## src/rtl/req_button_capture_pkg.sv

```systemverilog
// req_button_capture_pkg: shared sizing for the button capture front end
package req_button_capture_pkg;
    localparam int N_FLOORS        = 8;
    localparam int FLOOR_W         = $clog2(N_FLOORS);
    localparam int DEB_CYCLES_DEF  = 50000;
    localparam int DEB_SAMPLES_DEF = 3;
endpackage

```

## src/rtl/btn_debounce.sv

```systemverilog
// btn_debounce: synchronize, sample-debounce and edge-detect one raw button
module btn_debounce
    import req_button_capture_pkg::*;
#(
    parameter int SAMPLES = DEB_SAMPLES_DEF
) (
    input  logic clk,
    input  logic reset,
    input  logic raw,
    input  logic sample_tick,
    output logic press
);
    logic s1, s2, level;
    logic [SAMPLES-1:0] hist, hist_n;
    always_comb hist_n = sample_tick ? SAMPLES'({hist, s2}) : hist;
    always_ff @(posedge clk) begin
        if (reset) begin
            s1    <= 1'b0;
            s2    <= 1'b0;
            hist  <= '0;
            level <= 1'b0;
            press <= 1'b0;
        end else begin
            s1    <= raw;
            s2    <= s1;
            hist  <= hist_n;
            level <= &hist_n ? 1'b1 : ~|hist_n ? 1'b0 : level;
            press <= ~level & &hist_n;
        end
    end
endmodule

```

## src/rtl/req_button_capture.sv

```systemverilog
// req_button_capture: debounced button events and latched per-floor requests
module req_button_capture
    import req_button_capture_pkg::*;
#(
    parameter int DEB_CYCLES  = DEB_CYCLES_DEF,
    parameter int DEB_SAMPLES = DEB_SAMPLES_DEF
) (
    input  logic                clk,
    input  logic                reset,
    input  logic [N_FLOORS-1:0] out_btn_raw,
    input  logic [N_FLOORS-1:0] in_btn_raw,
    input  logic                open_btn_raw,
    input  logic                close_btn_raw,
    input  logic                serve_valid,
    input  logic [FLOOR_W-1:0]  serve_floor,
    output logic [N_FLOORS-1:0] out_req,
    output logic [N_FLOORS-1:0] in_req,
    output logic                open_pulse,
    output logic                close_pulse,
    output logic                sample_tick
);
    localparam int NC = 2 * N_FLOORS + 2;
    localparam int CW = $clog2(DEB_CYCLES + 1);
    logic [CW-1:0] cnt;
    logic [NC-1:0] raw, ev;
    logic [N_FLOORS-1:0] clr;
    assign raw         = {close_btn_raw, open_btn_raw, in_btn_raw, out_btn_raw};
    assign sample_tick = cnt == CW'(DEB_CYCLES - 1);
    assign open_pulse  = ev[2*N_FLOORS];
    assign close_pulse = ev[2*N_FLOORS+1];
    always_ff @(posedge clk) cnt <= reset || sample_tick ? '0 : cnt + CW'(1);
    // out-of-range floors match no index, so they clear nothing
    always_comb begin
        clr = '0;
        for (int i = 0; i < N_FLOORS; i++) clr[i] = serve_valid && serve_floor == FLOOR_W'(i);
    end
    always_ff @(posedge clk) begin
        if (reset) begin
            out_req <= '0;
            in_req  <= '0;
        end else begin
            out_req <= (out_req | ev[N_FLOORS-1:0]) & ~clr;
            in_req  <= (in_req | ev[2*N_FLOORS-1:N_FLOORS]) & ~clr;
        end
    end
    for (genvar c = 0; c < NC; c++) begin : g_deb
        btn_debounce #(.SAMPLES(DEB_SAMPLES)) u_deb (
            .clk         (clk),
            .reset       (reset),
            .raw         (raw[c]),
            .sample_tick (sample_tick),
            .press       (ev[c])
        );
    end
endmodule

```

## config.mk

```make
export PLATFORM = sky130hd
export DESIGN_NAME = req_button_capture
export DESIGN_NICKNAME = d
export VERILOG_FILES = /design/src/rtl/req_button_capture_pkg.sv /design/src/rtl/btn_debounce.sv /design/src/rtl/req_button_capture.sv
export SDC_FILE = /design/constraint.sdc
export NUM_CORES = 1
export LEC_CHECK = 0
export CORE_MARGIN = 2
export CORE_UTILIZATION = 42
export DETAILED_ROUTE_END_ITERATION = 8
export GPL_TIMING_DRIVEN = 0
export RECOVER_POWER = 50
export SKIP_LAST_GASP = 1
export SLEW_MARGIN = 20
export SYNTH_ARGS = -nofsm -noshare
export SYNTH_HDL_FRONTEND = slang
export SYNTH_SLANG_ARGS = --single-unit
```

## constraint.sdc

```tcl
create_clock -name clk -period 3.4 [get_ports clk]
set_input_delay 1.02 -clock clk [delete_from_list [all_inputs] [get_ports clk]]
set_output_delay 1.02 -clock clk [all_outputs]
set_load 0.01 [all_outputs]
```

==> impl_results.md <==
- Status: finished clean
- Sequential cell area fraction in the yosys report: 54.0%
- Layout cells sized above 1: 8.99%
- Rows: between 40 and 50
- Largest net degree at the start of global routing: 17
- Inserted Diodes: 0
- Fin util: just over 50%
- Tightest Hold Check Type: flip-flop to flip-flop
- Mapped Cells: 636
- Setup CP Type: flip-flop to primary output
- DPL Wire Length: ~10000 um
- Post-synth top area cell: dfxtp_1
- Worst Skew: 7.55 ps
- CP arrival: about 2300 ps
- Worst relative slew slack: 50.6%
- Endpoint class of the critical path: primary output
- Drt first pass iters: 5
- Initial antenna violation count: 0
- Clock sinks: 158
- Top cells by area, synth: dfxtp_1 54%, a21oi_1 7.9%, nand2_1 6.9%
- Global-route wire length before repair: about 23000 um
- Setup TNS: 0 ps
- Most frequent cell after synthesis: dfxtp_1
- CTS tree: yes
- Routability Congestion: 0.892
- Skew-Pair Late Insertion Delay: 420 ps
- Avg WL per Cell: 16.1 um
- Async S/R FF share, synth: 0%
- Worst setup slack after layout: 89.1 ps
- Synth cell count leaders: 158 x dfxtp_1, 108 x nand2_1, 92 x a21oi_1
- # IOs: 43
- Die height: 122 um
- Worst-path maximum fanout: 7
- First DRT Iteration DRCs: roughly 400
- Mean post-synth cell area: 9.21 sq um
- Yosys Warn Count: 0
- Post-synthesis cell area: 0.00586 sq mm
- Ys flop type: dfxtp_1
- Tmin final: 3310 ps
- Total wire length: 14400 um
- CTS clock-pin slew for the worst setup and hold paths: approximately 60 ps
- CTS max path bufs: 2
- Cts bufs inserted: 17
- Remaining DRCs: 0
- RSZ-0062 raised after global routing: no
- Vias in the first global route: 4600
- Final setup fails: 0
- GRT overflow: 0
- CTS HTree Levels: 4
- DR vias: 4836
- Die area: 0.0149 sq mm
- Type of origin of the critical path: flip-flop
- Max_cap viols: 0
- Area grow syn2layout: 22.0%
- Synth Register Bits: 158
- DRT antenna net count: 0
- Synth Net Count: 661
- Leak: 2.40 nW
- Period utilization: between 90% and 100%
- WP data required: between 2000 and 2500 ps
- Core area: 0.0138 sq mm
- DR vias/cell: ~5.4
- Max IR drop VDD: 299 uV
- IO buf count: 41
- Power Dens Cells: 560 mW/mm^2
- Fin. Hold Viols: 0
- Root Driver: clkbuf_16
- Initial core utilization: between 40% and 50%
- Total track usage: 20.1%
- Die width: 122 um
- Post-synth EDFFs: 0
- Library cells used by synthesis: 34
- Slew of the pin with the lowest slew margin: ~740 ps
- Yosys top cell area share: a little over half
- Fin. max-slew vios: 0
- Dpl ws: -69.8 ps
- Fmax: 0.302 GHz
- Nets: 724
==> flip-flops by register name, indices dropped and copies added (netlist names) <==
name,cells
g_deb.u_deb.press,18
g_deb.u_deb.s2,18
in_req,8
g_deb.u_deb.hist,54
g_deb.u_deb.level,18
cnt,16
g_deb.u_deb.s1,18
out_req,8
==> worst max-delay path: stages (launching register included) <==
cell             delay (ps)
dfxtp_1                 360
or4_1                   570
nor4_4                  250
buf_6                   150
clkdlybuf4s50_1         530
==> metrics by stage <==
step	hold WS (ps)	area (sq um)	std cells	power, mW
detailed placement	420	6490	857	2.03
finish	432	7150	892	4.00
global route	448	7150	892	4.13
global placement	421	6490	857	2.03
floorplan	414	5860	636	1.98
CTS	433	7150	891	4.05
==> layout by cell type (no fill, tap or decap), drive strengths merged, types with 8 or more instances in the layout <==
cell and n:
clkbuf 57, dfxtp 158, buf 9, xnor2 8, nand2 108, or2 19
nor2b 39, nor4 21, a221oi 18, o21a 17, or4bb 17, nor2 17
clkdlybuf4s50 25, nor3 21, nand3 9, a21oi 92, nand4 19, dlygate4sd3 16
==> layer usage <==
layer  share of wire (%)  global-route usage, %
met5                   0                      0
met2                  44                   30.1
met4                 3.2                   12.3
met3                 7.7                   5.66
met1                  45                   25.5
==> worst paths after layout <==
kind                                                    start                          endpoint  slack (ps)  cells past startpoint
worst max-delay path                       cnt[12]$_SDFF_PP0_                       sample_tick          90                      4
worst min-delay path            g_deb[13].u_deb.s1$_SDFF_PP0_     g_deb[13].u_deb.s2$_SDFF_PP0_         430                      1
worst max register to register              cnt[9]$_SDFF_PP0_  g_deb[15].u_deb.press$_SDFF_PP0_         740                      5
worst min register to register  g_deb[13].u_deb.s1$_SDFF_PP0_     g_deb[13].u_deb.s2$_SDFF_PP0_         430                      1
==> power breakdown <==
part	switching [mW]	total, mW	internal [mW]
logic	0.0623	0.106	0.0442
registers	0.0114	1.89	1.87
clock network	0.724	2.01	1.29
==> final cells by class <==
type                    instances  area, sq um
clock buffers                  22          474
well taps                     180          225
plain buffers                  40          159
inverters                       4         15.0
clock inverters                10          159
flip-flops and latches        158         3160
multi-input cells             433         2520
fillers                      1313         6630
repair buffers                 45          437
==> what timing repair did <==
action,4_1_cts,5_1_grt
hold buffers,0,0
pin swaps,1,1
cloned,0,0
setup endpoints to repair,1,1
gates resized for setup,2,1
setup buffers,3,1
==> kinds of logic (layout without fill, tap and decap cells) <==
group           count (synthesis)  after routing  share of synthesized area, %
simple gates                  282            282                          26.5
flops                         158            158                          54.0
compound gates                138            138                          14.4
buf+inv                        45            121                          3.08
xor+xnor                       10             10                          1.50
mux                             2              2                         0.342
fa+ha+maj                       1              1                         0.214
Note: power is estimated with default switching activity, not from simulation.
